## src/rtl/amm_arb_2to1.sv

```systemverilog
// rtl/amm_arb_2to1.sv - 2:1 Avalon-MM arbiter with in-order read-response routing (option: AMM_ARB_RR_EN selects round-robin)
module amm_arb_2to1 #(
  parameter int DATA_WIDTH  = 64,
  parameter int ADDR_WIDTH  = 10,
  parameter int BYTE_CNT    = DATA_WIDTH / 8,
  parameter int MAX_PENDING = 4
) (
  input  logic                  clk,
  input  logic                  srst,
  input  logic [ADDR_WIDTH-1:0] m0_address,
  input  logic                  m0_read,
  input  logic                  m0_write,
  input  logic [DATA_WIDTH-1:0] m0_writedata,
  input  logic [BYTE_CNT-1:0]   m0_byteenable,
  output logic                  m0_waitrequest,
  output logic [DATA_WIDTH-1:0] m0_readdata,
  output logic                  m0_readdatavalid,
  input  logic [ADDR_WIDTH-1:0] m1_address,
  input  logic                  m1_read,
  input  logic                  m1_write,
  input  logic [DATA_WIDTH-1:0] m1_writedata,
  input  logic [BYTE_CNT-1:0]   m1_byteenable,
  output logic                  m1_waitrequest,
  output logic [DATA_WIDTH-1:0] m1_readdata,
  output logic                  m1_readdatavalid,
  output logic [ADDR_WIDTH-1:0] s_address,
  output logic [DATA_WIDTH-1:0] s_writedata,
  output logic [BYTE_CNT-1:0]   s_byteenable,
  output logic                  s_read,
  output logic                  s_write,
  input  logic                  s_waitrequest,
  input  logic [DATA_WIDTH-1:0] s_readdata,
  input  logic                  s_readdatavalid,
  output logic                  rsp_err
);

  localparam int PW = $clog2(MAX_PENDING);
  localparam logic [PW:0] FULL_CNT = {1'b1, {PW{1'b0}}};
  localparam logic [PW:0] ONE_CNT  = {{PW{1'b0}}, 1'b1};

  typedef enum logic {S_IDLE, S_HOLD} state_t;

  state_t          state_q;
  logic            grant_q;
`ifdef AMM_ARB_RR_EN
  logic            prio_q;     // 1: m1 preferred on the next contested IDLE decision
`endif
  logic [PW:0]     count_q;
  logic [PW-1:0]   wr_ptr_q;
  logic [PW-1:0]   rd_ptr_q;
  logic            id_q [MAX_PENDING];
  logic            rsp_err_q;

  logic                  req0, req1;
  logic                  gnt, gnt_vld;
  logic                  g_read, g_write;
  logic                  fifo_full, fifo_empty;
  logic                  fwd_read, fwd_write;
  logic                  accept, push, pop, head;

  // Grant selection, read throttling and FIFO push/pop decisions
  always_comb begin
    req0    = m0_read | m0_write;
    req1    = m1_read | m1_write;
    gnt     = 1'b0;
    gnt_vld = 1'b0;
    if (state_q == S_HOLD) begin
      // A stalled command keeps its grant until the slave takes it
      gnt     = grant_q;
      gnt_vld = grant_q ? req1 : req0;
    end else begin
      gnt_vld = req0 | req1;
`ifdef AMM_ARB_RR_EN
      gnt     = req1 & (~req0 | prio_q);
`else
      gnt     = req1 & ~req0;
`endif
    end
    g_read     = gnt ? m1_read  : m0_read;
    g_write    = gnt ? m1_write : m0_write;
    fifo_full  = (count_q == FULL_CNT);
    fifo_empty = (count_q == '0);
    // read+write together is a read; a read is held back while the ID FIFO is full
    fwd_read   = gnt_vld & g_read & ~fifo_full & ~srst;
    fwd_write  = gnt_vld & ~g_read & g_write & ~srst;
    accept     = (fwd_read | fwd_write) & ~s_waitrequest;
    push       = fwd_read & ~s_waitrequest;
    pop        = s_readdatavalid & ~fifo_empty & ~srst;
    head       = id_q[rd_ptr_q];
  end

  assign s_address        = gnt ? m1_address    : m0_address;
  assign s_writedata      = gnt ? m1_writedata  : m0_writedata;
  assign s_byteenable     = gnt ? m1_byteenable : m0_byteenable;
  assign s_read           = fwd_read;
  assign s_write          = fwd_write;
  assign m0_waitrequest   = ~(accept & ~gnt);
  assign m1_waitrequest   = ~(accept & gnt);
  assign m0_readdata      = s_readdata;
  assign m1_readdata      = s_readdata;
  assign m0_readdatavalid = pop & ~head;
  assign m1_readdatavalid = pop & head;
  assign rsp_err          = rsp_err_q;

  // Arbiter state, priority, FIFO pointers/count and sticky response error
  always_ff @(posedge clk) begin
    if (srst) begin
      state_q   <= S_IDLE;
      grant_q   <= 1'b0;
`ifdef AMM_ARB_RR_EN
      prio_q    <= 1'b0;
`endif
      count_q   <= '0;
      wr_ptr_q  <= '0;
      rd_ptr_q  <= '0;
      rsp_err_q <= 1'b0;
    end else begin
      state_q <= (accept || !gnt_vld) ? S_IDLE : S_HOLD;
      grant_q <= gnt;
`ifdef AMM_ARB_RR_EN
      if (accept) prio_q <= ~gnt;
`endif
      if (push) wr_ptr_q <= wr_ptr_q + 1'b1;
      if (pop)  rd_ptr_q <= rd_ptr_q + 1'b1;
      case ({push, pop})
        2'b10:   count_q <= count_q + ONE_CNT;
        2'b01:   count_q <= count_q - ONE_CNT;
        default: count_q <= count_q;
      endcase
      if (s_readdatavalid && fifo_empty) rsp_err_q <= 1'b1;
    end
  end

  // ID storage: records which master issued each outstanding read
  always_ff @(posedge clk) begin
    if (push) id_q[wr_ptr_q] <= gnt;
  end

endmodule

```

## config.mk

```make
export PLATFORM = sky130hd
export DESIGN_NAME = amm_arb_2to1
export DESIGN_NICKNAME = d
export VERILOG_FILES = /design/src/rtl/amm_arb_2to1.sv
export SDC_FILE = /design/constraint.sdc
export NUM_CORES = 1
export LEC_CHECK = 0
export BUFFER_PORTS_ARGS = -buffer_cell sky130_fd_sc_hd__buf_2
export CORE_AREA = 5 5 173 175
export CTS_BUF_LIST = sky130_fd_sc_hd__clkbuf_4 sky130_fd_sc_hd__clkbuf_8
export CTS_CLUSTER_DIAMETER = 80
export CTS_CLUSTER_SIZE = 12
export DETAILED_ROUTE_END_ITERATION = 6
export DIE_AREA = 0 0 178 180
export PLACE_DENSITY_LB_ADDON = 0.2
export REMOVE_ABC_BUFFERS = 1
export SLEW_MARGIN = 10
export SYNTH_ARGS = -nofsm -noshare
export SYNTH_HDL_FRONTEND = slang
export SYNTH_SLANG_ARGS = --single-unit
```

## constraint.sdc

```tcl
create_clock -name clk -period 3 [get_ports clk]
set_clock_uncertainty 0.2 [all_clocks]
set_input_delay 0 -clock clk [delete_from_list [all_inputs] [get_ports clk]]
set_output_delay 0 -clock clk [all_outputs]
set_load 0.05 [all_outputs]
```

==> results_dict.tcl, run 1 <==
set metrics [dict create \
    synthArstFlopShare_pct 0 \
    finalHoldViolCount 0 \
    grt-ovfl-total 0 \
    gp_congestion 0.8464 \
    synth.most_common_cell "buf_4" \
    drv_slew 0 \
    hold_class "in2reg" \
    via_count 3057 \
    fin_crit_ns 2.652 \
    rsz0062_at_grt "false" \
    final-setup-viol-count 0 \
    crit_type "reg2reg" \
    drt.antenna.violating_nets 0 \
    start_kind "register" \
    status "finished clean" \
    total_power_uw 1858 \
    clockBufferDepth 2 \
    cap_violations 0 \
    cts_buffers 3 \
    cp_max_fo 6 \
    n_fill_cell 3206 \
    drc 0 \
    start_util_pct 9.832 \
    yosys_most_used_dff "dfxtp_1" \
    p_sw_share_pct 59.68 \
    syn_area_um2 2784 \
    drt_iter0_markers 111 \
    area_growth_pct 78.65 \
    dieArea_um2 32040 \
    startpoint "state_q" \
    crit_required_ns 2.99 \
    drive_above_1_share_pct 65.46 \
    p_clk_share_pct 10.6 \
    port_buffers 260 \
    clock_latency_ns 0.25 \
    grt_max_degree 90 \
    ys_top_cells_by_area "buf_4 36%, mux2_1 17%, mux2_2 16%" \
    max_freq_mhz 377.0 \
    p_int_uw 749.3 \
    netSwitchingPower_uw 1109 \
    num_io_pins 453 \
    grt_pass1_vias 3462 \
    tightest_slew_ns 1.250 \
    vdd_ir_drop_max_mv 0.1160 \
    core_um2 28310 \
    placed_cells 806 \
    fp.dieW_um 178 \
    rr_worst_depth 10 \
    cp-endpoint "count_q[2]" \
    vias_per_cell 3.352 \
    hpwl_um 21210 \
    postCtsSetupBuffers 0 \
    grtUsageTotal_pct 13.44 \
    cts-root-buf "clkbuf_8" \
    cellPowerDensity_nw_per_um2 373.6 \
    endpoint_kind "register" \
    ys.warnings.count 0 \
    clk_pin_slew_ns 0.07 \
    synth_top_area_share_pct 35.87 \
    r2r_slack_ns 0.35 \
    antenna_found_initial 6 \
    reg2reg_to "count_q[2]" \
    yosysTopAreaCell "buf_4" \
    fin_util_pct 17.57 \
    p_comb_share_pct 76.3 \
    clock_sinks 16 \
    grt_pass1_wl_um 29570 \
    fin_cells 912 \
    synth_edf_count 4 \
    synth_common_cells "133 x buf_4, 42 x mux2_1, 40 x mux2_2, 12 x dfxtp_1, 10 x nor2_1" \
    dr.pass1.iters 4 \
    htree_levels 1 \
    fp.dieH_um 180 \
    synth-seq-area-share_pct 12.94 \
    drt-wirelength-per-cell_um 25.51 \
    crit_arrival_ns 2.64 \
    nNetsFinal 770 \
    tns_ns 0 \
    period_share_pct 88.41 \
    yosysUniqueCellTypes 36 \
    num_rows 62 \
    p_leak_uw 0.002283 \
    p_seq_share_pct 13.1 \
    ys_ff_latch 16 \
    synth.avg_cell_area_um2 9.311 \
    max-slew-margin-rel_pct 16.39 \
    rr_startpoint "state_q" \
    cts_tree "built" \
    wl_um 23270 \
    syn_inst 299 \
]
## power by group through the flow
stage / clock network (uW) / logic (uW) / registers, uW
2_1_floorplan: 0 / 543 / 252
3_3_place_gp: 0 / 821 / 249
3_5_place_dp: 0 / 818 / 249
4_1_cts: 206 / 1420 / 244
5_1_grt: 216 / 1470 / 246
6_report: 196 / 1420 / 244
## logic make-up after synthesis
| kind of cell | synth area share (%) |
|---|---|
| buffers and inverters | 37.53 |
| adders and majority gates | 2.966 |
| xor gates and xnor gates | 1.258 |
| AOI/OAI and AO/OA | 5.035 |
| muxes | 34.34 |
| and+or+nand+nor | 5.933 |
| DFF | 12.94 |
## metal layers
| layer | routed length (um) | vias to the layer above | track usage (%) | part of all wire (%) |
|---|---|---|---|---|
| met5 | 159 | - | 2.623 | 0.68 |
| li1 | - | 1340 | - | - |
| met2 | 9103 | 293 | 18.85 | 39 |
| met1 | 9835 | 1403 | 17.78 | 42 |
| met3 | 4100 | 13 | 8.950 | 18 |
| met4 | 68 | 8 | 0.6807 | 0.29 |
## layout by cell type (no fill, tap or decap)
cell,instances
nand2_1,1
a2111oi_4,1
buf_2,260
or2_2,1
mux2_1,42
mux4_2,1
nand3b_1,2
ha_1,5
buf_12,34
o211a_4,1
nor3_1,3
dfxtp_1,12
inv_1,5
nor2_1,10
a21oi_1,4
o21bai_1,1
nor4b_2,1
dlygate4sd3_1,68
clkbuf_8,4
o2bb2ai_1,1
and2_1,6
edfxtp_1,4
o21ai_0,2
diode_2,1
a21boi_1,1
nor2b_1,1
o41ai_4,1
or3_1,1
o2111ai_1,1
xor2_1,4
fa_1,1
nand2b_1,2
inv_2,1
mux2i_1,1
nand3_1,2
mux2_2,40
o31ai_1,1
a211o_1,1
## final cells by class
class	instances	area, um2	share of cell area (%)
diodes	1	2.502	0.05031
repair buffers	362	2663	53.53
clock buffers	4	55.05	1.107
inverters	6	22.52	0.4528
well taps	384	480.5	9.660
multi-input cells	139	1390	27.95
flip-flops and latches	16	360.3	7.245
## critical path: stages, from the launching register on
cell       delay [ns]
dfxtp_1          0.43
nor4b_2          0.37
a2111oi_4        0.13
o211a_4          0.20
inv_2            0.07
ha_1             0.17
inv_1            0.06
fa_1             0.37
xor2_1           0.15
or3_1            0.30
a21oi_1          0.13
## stage by stage
| stage | instance area, um2 | hold WS [ns] | setup slack [ns] |
|---|---|---|---|
| after floorplan | 1762 | -0.2000 | -4.476 |
| after global placement | 3575 | -0.1990 | 0.3419 |
| after detailed placement | 3575 | -0.1990 | 0.3420 |
| after CTS | 4971 | 0.1519 | 0.3295 |
| after global routing | 4971 | 0.1997 | 0.1610 |
| final | 4974 | 0.1692 | 0.3476 |
## what timing repair did
action	4_1_cts	5_1_grt
setup endpoints to repair	0	0
endpoints found under the hold margin	139	0
gates resized for setup	0	0
hold buffers	101	0
## how the worst min path moves through the flow
stage	start	endpoint	slack, ns	cells past startpoint
after floorplan	s_readdata[0]	m0_readdata[0]	-0.20	0
after global placement	s_readdata[62]	m1_readdata[62]	-0.20	0
after detailed placement	s_readdata[62]	m1_readdata[62]	-0.20	0
after CTS	m1_read	wr_ptr_q[1]	0.15	4
after global routing	m1_read	wr_ptr_q[1]	0.20	4
final	m1_read	wr_ptr_q[1]	0.17	4
Note: power is estimated with default switching activity, not from simulation.
==> run 2: changes to the inputs <==
--- a/config.mk
+++ b/config.mk
@@ -14,6 +14,7 @@
 export DIE_AREA = 0 0 178 180
 export PLACE_DENSITY_LB_ADDON = 0.2
 export REMOVE_ABC_BUFFERS = 1
+export SETUP_SLACK_MARGIN = 0.5
 export SLEW_MARGIN = 10
 export SYNTH_ARGS = -nofsm -noshare
 export SYNTH_HDL_FRONTEND = slang
==> results_dict.tcl, run 2 (synthesis results as in run 1) <==
set metrics [dict create \
    regArea_um2 365.4 \
    max_freq_mhz 400.1 \
    fp.dieW_um 178 \
    fp.dieH_um 180 \
    fin_util_pct 17.77 \
    drc 0 \
    tightest_slew_ns 1.254 \
    grt_max_degree 90 \
    num_rows 62 \
    period_share_pct 83.31 \
    startpoint "state_q" \
    clk_pin_slew_ns 0.07 \
    cts_tree "built" \
    fin_crit_ns 2.499 \
    cts-root-buf "clkbuf_8" \
    dieArea_um2 32040 \
    post-place-ws_ns 0.3420 \
    rr_startpoint "state_q" \
    placed_area_um2 3575 \
    drt-wirelength-per-cell_um 25.60 \
    drt.antenna.violating_nets 0 \
    rsz0062_at_grt "true" \
    fin_area_um2 5032 \
    hpwl_um 21210 \
    cp-endpoint "s_writedata[62]" \
    antenna_found_initial 6 \
    finalHoldViolCount 0 \
    crit_required_ns 2.80 \
    gp_congestion 0.8464 \
    finalWorstSetupSlack_ns 0.5007 \
    multi_input_area_um2 1424 \
    hp-start "m0_read" \
    vias_per_cell 3.394 \
    final-setup-viol-count 0 \
    vdd_ir_drop_max_mv 0.1163 \
    dr.pass1.iters 4 \
    final_cell_mix "260 x buf_2, 68 x dlygate4sd3_1, 42 x mux2_1" \
    cp_max_fo 89 \
    clock_latency_ns 0.25 \
    total_power_uw 1868 \
    htree_levels 1 \
    crit_type "reg2out" \
    n_fill_cell 3202 \
    p_leak_uw 0.002303 \
    num_io_pins 453 \
    r2r_slack_ns 0.59 \
    via_count 3102 \
    drv_slew 0 \
    start_util_pct 9.832 \
    cellPowerDensity_nw_per_um2 371.3 \
    grt_pass1_wl_um 29760 \
    clock_sinks 16 \
    max-slew-margin-rel_pct 16.10 \
    crit_arrival_ns 2.30 \
    nNetsFinal 772 \
    cts_buffers 3 \
    grtUsageTotal_pct 13.51 \
    status "finished clean" \
    grt-ovfl-total 0 \
    tns_ns 0 \
    clockBufferDepth 2 \
    grt_pass1_vias 3494 \
    rr_worst_depth 10 \
    start_kind "register" \
    area_growth_pct 80.76 \
    drt_iter0_markers 98 \
    endpoint_kind "output port" \
    cap_violations 0 \
    reg2reg_to "count_q[2]" \
    drive_above_1_share_pct 66.92 \
    port_buffers 260 \
    hold_class "in2reg" \
    core_um2 28310 \
    wl_um 23400 \
    final_common_cell "buf_2" \
]
-- run 2: changes by cell type in the layout (fill, tap and decap cells not counted), sizes merged --
cell    delta
buf        +1
clkbuf     +1
-- run 2: layout make-up --
class | count | area share, %
diodes | 1 | 0.04973
clock buffers | 4 | 1.094
inverters | 6 | 0.4475
multi-input cells | 139 | 28.29
flip-flops and latches | 16 | 7.260
well taps | 384 | 9.547
repair buffers | 364 | 53.31
-- run 2: through the flow --
stage	hold slack (ns)	std cells
2_1_floorplan	-0.2000	161
3_3_place_gp	-0.1990	806
3_5_place_dp	-0.1990	806
4_1_cts	0.1209	912
5_1_grt	0.1588	913
6_report	0.1280	914
-- run 2: worst min path at each step --
| stage | cells past startpoint | slack, ns | endpoint |
|---|---|---|---|
| floorplan | 0 | -0.20 | m0_readdata[0] |
| global placement | 0 | -0.20 | m1_readdata[62] |
| detailed placement | 0 | -0.20 | m1_readdata[62] |
| CTS | 4 | 0.12 | wr_ptr_q[1] |
| global route | 4 | 0.16 | wr_ptr_q[1] |
| finish | 4 | 0.13 | wr_ptr_q[1] |
-- run 2: worst max-delay path, stage by stage (launching register included) --
cell	delay [ns]
dfxtp_4	0.37
o41ai_4	0.38
clkbuf_16	0.34
mux2_1	0.47
buf_2	0.25
-- run 2: routing by layer --
layer	track usage [%]	wire, um	up-vias
met5	2.623	159	-
met4	0.6807	68	8
met3	8.971	4012	13
met2	19.00	9238	295
met1	17.83	9919	1444
li1	-	-	1342
-- run 2: what timing repair did --
item                                    in CTS  in global routing
buffers inserted                             1                  1
pin swaps                                    2                  3
resized for setup                            7                  4
endpoints found under the setup margin       2                  9
cloned                                       0                  0
hold endpoints to repair                   138                  0
hold buffers                               101                  0
-- run 2: report_power, final --
part           total [uW]  switching, uW  internal (uW)
clock                 196           79.2            117
sequential            245           10.8            234
combinational        1430           1020            405
total                1870           1110            756
==> run 3: changes to the inputs <==
==> constraint.sdc (replaced) <==
create_clock -name clk -period 2.4 [get_ports clk]
set_clock_uncertainty 0.2 [all_clocks]
set_input_delay 0 -clock clk [delete_from_list [all_inputs] [get_ports clk]]
set_output_delay 0 -clock clk [all_outputs]
set_load 0.05 [all_outputs]
==> results_dict.tcl, run 3 (synthesis results as in run 1) <==
set metrics [dict create \
    status "finished, violations left" \
    violations "hold timing" \
    final-setup-viol-count 0 \
    p_seq_share_pct 10.3 \
    placed_area_um2 3735 \
    drive_above_1_share_pct 78.53 \
    cap_violations 0 \
    tightest_slew_ns 1.255 \
    grtUsageTotal_pct 14.05 \
    p_clk_share_pct 8.2 \
    rsz0062_at_grt "true" \
    hold_depth 4 \
    dr.pass1.iters 4 \
    placed_cells 824 \
    fin_cells 960 \
    grt_pass1_wl_um 30910 \
    crit_type "reg2reg" \
    fin_area_um2 6992 \
    crit_arrival_ns 2.35 \
    drt.antenna.violating_nets 0 \
    grt-ovfl-total 0 \
    p_leak_uw 0.003248 \
    vdd_ir_drop_max_mv 0.1439 \
    rr_worst_depth 11 \
    num_rows 62 \
    fp.dieH_um 180 \
    finalHoldViolCount 2 \
    wl_um 26300 \
    final_cell_mix "174 x buf_2, 82 x mux2_4, 73 x buf_8" \
    cellPowerDensity_nw_per_um2 424.3 \
    crit_required_ns 2.38 \
    drt-wirelength-per-cell_um 27.40 \
    hp-start "s_readdatavalid" \
    core_um2 28310 \
    antenna_found_initial 7 \
    grt_pass1_vias 3628 \
    htree_levels 1 \
    num_io_pins 453 \
    start_util_pct 9.832 \
    final_common_cell "buf_2" \
    via_count 3375 \
    period_share_pct 98.66 \
    area_growth_pct 151.1 \
    clk_pin_slew_ns 0.07 \
    fin_crit_ns 2.368 \
    cts-root-buf "clkbuf_8" \
    clock_latency_ns 0.25 \
    hold_class "in2reg" \
    reg2reg_to "count_q[2]" \
    cts_tree "built" \
    clock_sinks 16 \
    hpwl_um 21760 \
    p_int_uw 1434 \
    vias_per_cell 3.516 \
    endpoint_kind "register" \
    p_comb_share_pct 81.5 \
    drt_iter0_markers 62 \
    nNetsFinal 816 \
    port_buffers 260 \
    dieArea_um2 32040 \
    max-slew-margin-rel_pct 16.04 \
    r2r_slack_ns 0.03 \
    netSwitchingPower_uw 1533 \
    p_sw_share_pct 51.66 \
    hold_slack_ns -0.005864 \
    gp_congestion 0.8659 \
    grt_max_degree 22 \
    total_power_uw 2967 \
    tns_ns 0 \
    drc 0 \
    start_kind "register" \
    max_freq_mhz 422.3 \
    drv_slew 0 \
    clockBufferDepth 2 \
    cp_max_fo 3 \
    fp.dieW_um 178 \
    rr_startpoint "grant_q" \
    cts_buffers 3 \
]
[run 3: cell count changes in the layout (fill, tap and decap cells not counted), moves of 5 or more]
| cell | before | now |
|---|---|---|
| buf_16 | 0 | 5 |
| mux2_2 | 40 | 0 |
| buf_8 | 0 | 73 |
| buf_6 | 0 | 16 |
| buf_2 | 260 | 174 |
| buf_12 | 33 | 52 |
| clkbuf_16 | 1 | 7 |
| mux2_4 | 0 | 82 |
| buf_4 | 2 | 14 |
| mux2_1 | 42 | 0 |
[run 3: per-layer routing]
layer  vias up  GRT usage [%]  wire, um
met5         -          2.623       180
met4        12         0.9282       213
met3        29          9.895      4138
met2       295          19.88     10780
met1      1595          18.03     10990
li1       1444              -         -
[run 3: worst max path at each step]
| stage | slack [ns] | from | endpoint | cells after the start |
|---|---|---|---|---|
| 3_5_place_dp | -0.11 | state_q | count_q[2] | 10 |
| 2_1_floorplan | -5.08 | state_q | m1_waitrequest | 2 |
| 6_report | 0.03 | grant_q | count_q[2] | 11 |
| 4_1_cts | 0.04 | grant_q | count_q[2] | 11 |
| 5_1_grt | -0.07 | grant_q | count_q[2] | 11 |
| 3_3_place_gp | -0.10 | state_q | count_q[2] | 10 |
[run 3: cell type report]
cell class,instances,area [um2]
Fill cell,3001,21320
Timing Repair Buffer,408,4277
Multi-Input combinational cell,139,1782
Tap cell,384,480.5
Sequential cell,16,365.4
Clock buffer,4,55.05
Inverter,6,25.02
Antenna cell,3,7.507
[run 3: power groups by stage]
stage	sequential, uW	clock, uW	combinational, uW
after global placement	311	0	1060
after global routing	308	267	2490
after floorplan	315	0	679
after detailed placement	310	0	1060
final	306	242	2420
after CTS	306	256	1900
[run 3: repair_timing]
action / CTS / global route
setup buffers: 6 / 12
resized for setup: 57 / 442
hold buffers: 100 / 0
gates cloned: 3 / 8
hold endpoints to repair: 132 / 0
endpoints found under the setup margin: 92 / 95
pin swaps: 11 / 5
[run 3: through the flow]
stage          setup slack, ns  utilization (%)
6_report               0.03222            24.69
4_1_cts                0.03587            19.17
3_3_place_gp           -0.1043            13.19
5_1_grt               -0.07267            24.68
3_5_place_dp           -0.1081            13.19
2_1_floorplan           -5.076                -
[run 3: worst max-delay path, stage by stage (launching register included)]
cell and delay, ns:
dfxtp_2 0.36, buf_6 0.11, nand2_2 0.07, and2_4 0.17, o211a_4 0.23, inv_4 0.06
ha_4 0.12, inv_2 0.04, fa_2 0.34, xor2_1 0.18, or3_1 0.30, a21oi_1 0.12
